File: src/rtl/udp_rx_buf_ctrl.sv
// Ping-pong frame buffer between the UDP rx parser and a frame consumer, driving an external simple dual-port RAM.
// Latency: RAM write 1 cycle after rx_word_valid_i; rd_valid_o 2 cycles after each ram_re_o (1 RAM + 1 output register).
// Backpressure: none toward the parser (frames with no free bank or too many words are dropped and counted); reads stream contiguously.
//
// Ports:
//   clk_i, rst_i             clock, synchronous active-high reset
//   rx_word_valid_i/rx_word_i, rx_frame_done_i, rx_frame_abort_i, rx_data_length_i   parser side
//   ram_we_o/ram_waddr_o/ram_wdata_o, ram_re_o/ram_raddr_o/ram_rdata_i                RAM side, address = {bank, word}
//   frame_avail_o/frame_len_o/frame_words_o, rd_start_i, rd_valid_o/rd_data_o/rd_last_o, rd_done_o   consumer side
//   drop_cnt_o               saturating count of dropped frames
module udp_rx_buf_ctrl #(
  parameter int AW        = 9,
  parameter int HDR_BYTES = 8
) (
  input  logic          clk_i,
  input  logic          rst_i,
  input  logic          rx_word_valid_i,
  input  logic [31:0]   rx_word_i,
  input  logic          rx_frame_done_i,
  input  logic          rx_frame_abort_i,
  input  logic [15:0]   rx_data_length_i,
  output logic          ram_we_o,
  output logic [AW:0]   ram_waddr_o,
  output logic [31:0]   ram_wdata_o,
  output logic          ram_re_o,
  output logic [AW:0]   ram_raddr_o,
  input  logic [31:0]   ram_rdata_i,
  output logic          frame_avail_o,
  output logic [15:0]   frame_len_o,
  output logic [AW:0]   frame_words_o,
  input  logic          rd_start_i,
  output logic          rd_valid_o,
  output logic [31:0]   rd_data_o,
  output logic          rd_last_o,
  output logic          rd_done_o,
  output logic [15:0]   drop_cnt_o
);

  typedef enum logic [1:0] {W_IDLE, W_FILL, W_DROP} wstate_e;
  typedef enum logic [1:0] {R_IDLE, R_READ, R_DRAIN} rstate_e;

  localparam logic [AW:0] DEPTH_W   = {1'b1, {AW{1'b0}}};
  localparam logic [AW:0] ONE_W     = {{AW{1'b0}}, 1'b1};
  localparam logic [15:0] HDR_LEN16 = 16'(HDR_BYTES);

  // write side state
  wstate_e      wstate_q;
  logic         wb_q;
  logic [AW:0]  wcnt_q;
  logic [1:0]   full_q;
  logic [15:0]  len_q   [2];
  logic [AW:0]  words_q [2];
  logic [15:0]  drop_cnt_q;
  logic         done_prev_q;
  logic         ram_we_q;
  logic [AW:0]  ram_waddr_q;
  logic [31:0]  ram_wdata_q;

  // read side state
  rstate_e      rstate_q;
  logic         rb_q;
  logic [AW:0]  rcnt_q;
  logic         ram_re_q;
  logic [AW:0]  ram_raddr_q;
  logic         re_last_q;
  logic         re_p1_q;
  logic         last_p1_q;
  logic         rd_valid_q;
  logic [31:0]  rd_data_q;
  logic         rd_last_q;
  logic         rd_done_q;

  logic         done_rise_d;
  logic         overflow_d;
  logic         commit_d;
  logic         release_d;
  logic [AW:0]  wcnt_inc_d;
  logic [15:0]  drop_inc_d;

  // done_prev_q resets high so a done level already asserted out of reset is not an edge
  assign done_rise_d = rx_frame_done_i & ~done_prev_q;
  assign wcnt_inc_d  = wcnt_q + ONE_W;
  assign drop_inc_d  = (drop_cnt_q == 16'hFFFF) ? drop_cnt_q : drop_cnt_q + 16'd1;

  // a word arriving with the bank already holding 2^AW words cannot be stored
  assign overflow_d = (wstate_q == W_FILL) & rx_word_valid_i & (wcnt_q == DEPTH_W);

  // abort wins over done; an overflowing word kills the frame even with done in the same cycle
  assign commit_d  = (wstate_q == W_FILL) & done_rise_d & ~rx_frame_abort_i & ~overflow_d;
  assign release_d = (rstate_q == R_DRAIN) & rd_last_q;

  // write FSM
  always_ff @(posedge clk_i) begin
    if (rst_i) begin
      wstate_q    <= W_IDLE;
      wb_q        <= 1'b0;
      wcnt_q      <= '0;
      len_q[0]    <= '0;
      len_q[1]    <= '0;
      words_q[0]  <= '0;
      words_q[1]  <= '0;
      drop_cnt_q  <= '0;
      done_prev_q <= 1'b1;
      ram_we_q    <= 1'b0;
      ram_waddr_q <= '0;
      ram_wdata_q <= '0;
    end else begin
      done_prev_q <= rx_frame_done_i;
      ram_we_q    <= 1'b0;

      if (commit_d) begin
        len_q[wb_q]   <= rx_data_length_i - HDR_LEN16;
        // a word in the same cycle as done is part of the frame
        words_q[wb_q] <= rx_word_valid_i ? wcnt_inc_d : wcnt_q;
        wb_q          <= ~wb_q;
      end

      case (wstate_q)
        W_IDLE: begin
          if (rx_word_valid_i) begin
            if (!full_q[wb_q]) begin
              ram_we_q    <= 1'b1;
              ram_waddr_q <= {wb_q, {AW{1'b0}}};
              ram_wdata_q <= rx_word_i;
              wcnt_q      <= ONE_W;
              wstate_q    <= W_FILL;
            end else begin
              drop_cnt_q <= drop_inc_d;
              wstate_q   <= W_DROP;
            end
          end
        end
        W_FILL: begin
          if (rx_frame_abort_i) begin
            wcnt_q   <= '0;
            wstate_q <= W_IDLE;
          end else if (overflow_d) begin
            drop_cnt_q <= drop_inc_d;
            wcnt_q     <= '0;
            wstate_q   <= done_rise_d ? W_IDLE : W_DROP;
          end else begin
            if (rx_word_valid_i) begin
              ram_we_q    <= 1'b1;
              ram_waddr_q <= {wb_q, wcnt_q[AW-1:0]};
              ram_wdata_q <= rx_word_i;
              wcnt_q      <= wcnt_inc_d;
            end
            if (done_rise_d) begin
              wcnt_q   <= '0;
              wstate_q <= W_IDLE;
            end
          end
        end
        W_DROP: begin
          if (done_rise_d || rx_frame_abort_i) begin
            wcnt_q   <= '0;
            wstate_q <= W_IDLE;
          end
        end
        default: wstate_q <= W_IDLE;
      endcase
    end
  end

  // bank occupancy: commit and release always target different banks
  always_ff @(posedge clk_i) begin
    if (rst_i) begin
      full_q <= 2'b00;
    end else begin
      if (commit_d)  full_q[wb_q] <= 1'b1;
      if (release_d) full_q[rb_q] <= 1'b0;
    end
  end

  // read FSM plus the 2-stage return pipeline (RAM latency, then output register)
  always_ff @(posedge clk_i) begin
    if (rst_i) begin
      rstate_q    <= R_IDLE;
      rb_q        <= 1'b0;
      rcnt_q      <= '0;
      ram_re_q    <= 1'b0;
      ram_raddr_q <= '0;
      re_last_q   <= 1'b0;
      re_p1_q     <= 1'b0;
      last_p1_q   <= 1'b0;
      rd_valid_q  <= 1'b0;
      rd_data_q   <= '0;
      rd_last_q   <= 1'b0;
      rd_done_q   <= 1'b0;
    end else begin
      ram_re_q   <= 1'b0;
      re_last_q  <= 1'b0;
      rd_done_q  <= 1'b0;
      re_p1_q    <= ram_re_q;
      last_p1_q  <= re_last_q;
      rd_valid_q <= re_p1_q;
      rd_last_q  <= last_p1_q;
      if (re_p1_q) rd_data_q <= ram_rdata_i;

      case (rstate_q)
        R_IDLE: begin
          if (rd_start_i && full_q[rb_q]) begin
            rcnt_q   <= '0;
            rstate_q <= R_READ;
          end
        end
        R_READ: begin
          ram_re_q    <= 1'b1;
          ram_raddr_q <= {rb_q, rcnt_q[AW-1:0]};
          rcnt_q      <= rcnt_q + ONE_W;
          if (rcnt_q == words_q[rb_q] - ONE_W) begin
            re_last_q <= 1'b1;
            rstate_q  <= R_DRAIN;
          end
        end
        R_DRAIN: begin
          if (release_d) begin
            rd_done_q <= 1'b1;
            rb_q      <= ~rb_q;
            rstate_q  <= R_IDLE;
          end
        end
        default: rstate_q <= R_IDLE;
      endcase
    end
  end

  assign ram_we_o      = ram_we_q;
  assign ram_waddr_o   = ram_waddr_q;
  assign ram_wdata_o   = ram_wdata_q;
  assign ram_re_o      = ram_re_q;
  assign ram_raddr_o   = ram_raddr_q;
  assign frame_avail_o = full_q[rb_q];
  assign frame_len_o   = len_q[rb_q];
  assign frame_words_o = words_q[rb_q];
  assign rd_valid_o    = rd_valid_q;
  assign rd_data_o     = rd_data_q;
  assign rd_last_o     = rd_last_q;
  assign rd_done_o     = rd_done_q;
  assign drop_cnt_o    = drop_cnt_q;

endmodule

File: config.mk
export PLATFORM = sky130hd
export DESIGN_NAME = udp_rx_buf_ctrl
export DESIGN_NICKNAME = d
export VERILOG_FILES = /design/src/rtl/udp_rx_buf_ctrl.sv
export SDC_FILE = /design/constraint.sdc
export NUM_CORES = 1
export LEC_CHECK = 0
export CORE_ASPECT_RATIO = 1.75
export CORE_MARGIN = 2
export CORE_UTILIZATION = 40
export DETAILED_ROUTE_END_ITERATION = 10
export GPL_TIMING_DRIVEN = 1
export HOLD_SLACK_MARGIN = 0.06
export PLACE_DENSITY = 0.69
export SKIP_CTS_REPAIR_TIMING = 1
export SYNTH_ARGS = -nofsm -noshare
export SYNTH_HDL_FRONTEND = slang
export SYNTH_SLANG_ARGS = --single-unit
export TNS_END_PERCENT = 20
File: constraint.sdc
create_clock -name clk_i -period 3.9 [get_ports clk_i]
set_input_delay 0.975 -clock clk_i [delete_from_list [all_inputs] [get_ports clk_i]]
set_output_delay 0.975 -clock clk_i [all_outputs]
set_load 0.01 [all_outputs]
==> results.toml <==
[power]
peakVddDrop_mv = 0.523
power_w = 0.00464
power_density_nw_per_um2 = 419
power.leakage_nw = 3.87

[routing]
viasPerCell = 5.02
via_count = 6647
wire_per_inst_um = 15.7
firstDrtPassIters = 4
drt-initial-drc-count = 207
antenna_left = 0
drc = 0
drt_wl_total_um = 20700

[finish]
fillers = 1881
nets = 1158
drive_gt1_share_pct = 7.43
area_growth_syn_to_layout_pct = 35.6
diodes = 0
instances_no_fill = 1324

[min_path]
hold_class = "flop to flop"
hp-start = "re_last_q"

[yosys]
yosysMostFrequentCell = "nor2_1"
async_reset_ff_share_pct = 0
synth_cell_types = 53
seq_area_frac_synth_pct = 52.9
synth_top_area_share_pct = 33.8
syn_area_per_cell_um2 = 9.43
synthCells = 867
synth_seq_cells = 190
synth.top_cells.by_area = "dfxtp_1 (34%), edfxtp_1 (19%), nor2_1 (7.0%)"
synth_commonest_cells = "nor2_1 (152), dfxtp_1 (138), nand2_1 (109)"
ys.flop_type = "dfxtp_1"
synth.largest_area_cell = "dfxtp_1"
synth-edff-count = 52
synthesis.nets = 962
yosysWarnings = 0
synthesis.area_um2 = 8170

[global_routing]
grt_pass1_wl_um = 32400
grt_max_degree = 54
grt_pass1_vias = 6534
antenna_found_initial = 0
grt_use_total_pct = 18.8
gr-total-overflow = 0

[floorplanning]
die_h_um = 193
die_x_um = 112
ioPinCount = 218
initial_core_util_pct = 40.5
std_cell_rows = 69
core_um2 = 20200
die_area_um2 = 21600

[sta]
tns_ns = 0
max_slew_margin_pct = 32.1
period_minus_slack_ns = 3.47
clock_skew_ns = 0.00642
fin_crit_sh_pct = 89.0
fmax_mhz = 288
setup_viol = 0
rsz0062_at_grt = "false"
slew_viol_final = 0
tightest_slew_ns = 1.02
finalHoldViolations = 0

[clock_network]
cts_buffers = 17
clk_latency_ns = 0.43
root_buffer = "clkbuf_16"
htreeDepth = 4
cts_tree = "built"
cts_buffer_depth = 2
cts.sinks = 190
clkTransAtPathRegs_ns = 0.07

[setup_path]
worstPathArrival_ns = 2.49
worst-setup-path-type = "flop to output port"
cp_max_fo = 15
worstPathRequired_ns = 2.92
crit_path_start_kind = "flop"
endpoint_kind = "output port"

[outcome]
status = "finished clean"

[placement]
portBuffers = 217
dp_hpwl_um = 15000
place.gp.congestion = 0.837
placed_cells = 1292

[flow_run]
maxCapViolCount = 0
## path summary, 6_finish.rpt
| path | end | slack, ns | cells after the start |
|---|---|---|---|
| max | frame_words_o[6] | 0.43 | 4 |
| min | last_p1_q | 0.45 | 1 |
| max reg2reg | rstate_q[1] | 0.90 | 7 |
| min reg2reg | last_p1_q | 0.45 | 1 |
## cell type report
class	instances	area [um2]	share of cell area, %
inverter	22	82.6	0.745
clock inverter	15	126	1.14
timing repair buffer	228	2250	20.3
tap	248	310	2.80
sequential	190	4330	39.0
multi-input combinational	604	3560	32.1
clock buffer	17	425	3.84
## placed cells by master, fill, tap and decap left out, types with 10 or more instances in the layout
cell type / instances
nand3_1: 16
nor2b_1: 12
buf_4: 12
nand2_1: 109
inv_1: 22
edfxtp_1: 52
o21ai_0: 17
mux2_2: 23
nor3_1: 12
a21oi_1: 68
dfxtp_1: 137
clkbuf_16: 17
xnor2_1: 24
nand4_1: 12
xor2_1: 22
mux2i_1: 39
clkdlybuf4s50_1: 216
nor2_1: 152
a22oi_1: 10
## per-stage QoR
step	worst slack [ns]	hold WS, ns	instance area [um2]	util, %
2_1_floorplan	1.08	0.414	8170	-
3_3_place_gp	0.648	0.420	10500	52.1
3_5_place_dp	0.625	0.427	10500	52.1
4_1_cts	0.395	0.450	11100	54.9
5_1_grt	0.259	0.469	11100	54.9
6_report	0.430	0.449	11100	54.9
## critical path, cell delays in order (launching register included)
cell and delay, ns:
dfxtp_1 0.68, buf_4 0.28, mux2i_1 0.52, inv_1 0.09
clkdlybuf4s50_1 0.49
## layer usage
layer  vias to the layer above  GRT usage [%]  wire length (um)
li1                       3338              -                 -
met5                         -              0                 0
met2                       161           36.6             11600
met3                        22           5.56              1090
met4                         0           6.24               329
met1                      3126           18.9              7700
## cell families (layout without fill, tap and decap cells)
logic type	count (synthesis)	count (layout)	synth area share (%)
buffers and inverters	73	282	3.52
adder cells (fa/ha/maj)	9	9	1.38
flip-flops	190	190	52.9
multiplexers	63	63	8.11
AO/OA/AOI/OAI	120	120	8.48
XOR/XNOR	47	47	5.20
AND/OR/NAND/NOR	365	365	20.4
## state kept, by name (all words and copies together) (netlist names), 10 cells and up, named ones only
name,count
len_q,32
ram_wdata_o,32
rd_data_o,32
words_q,20
drop_cnt_o,16
ram_raddr_o,10
ram_waddr_o,10
rcnt_q,10
wcnt_q,10
## power by group
| part | total (W) | switching, W | internal (W) |
|---|---|---|---|
| clock network | 0.00165 | 0.000809 | 0.000838 |
| logic | 0.000806 | 0.000429 | 0.000376 |
| registers | 0.00219 | 0.0000659 | 0.00213 |
No activity file was read; power rests on OpenSTA's default activity.
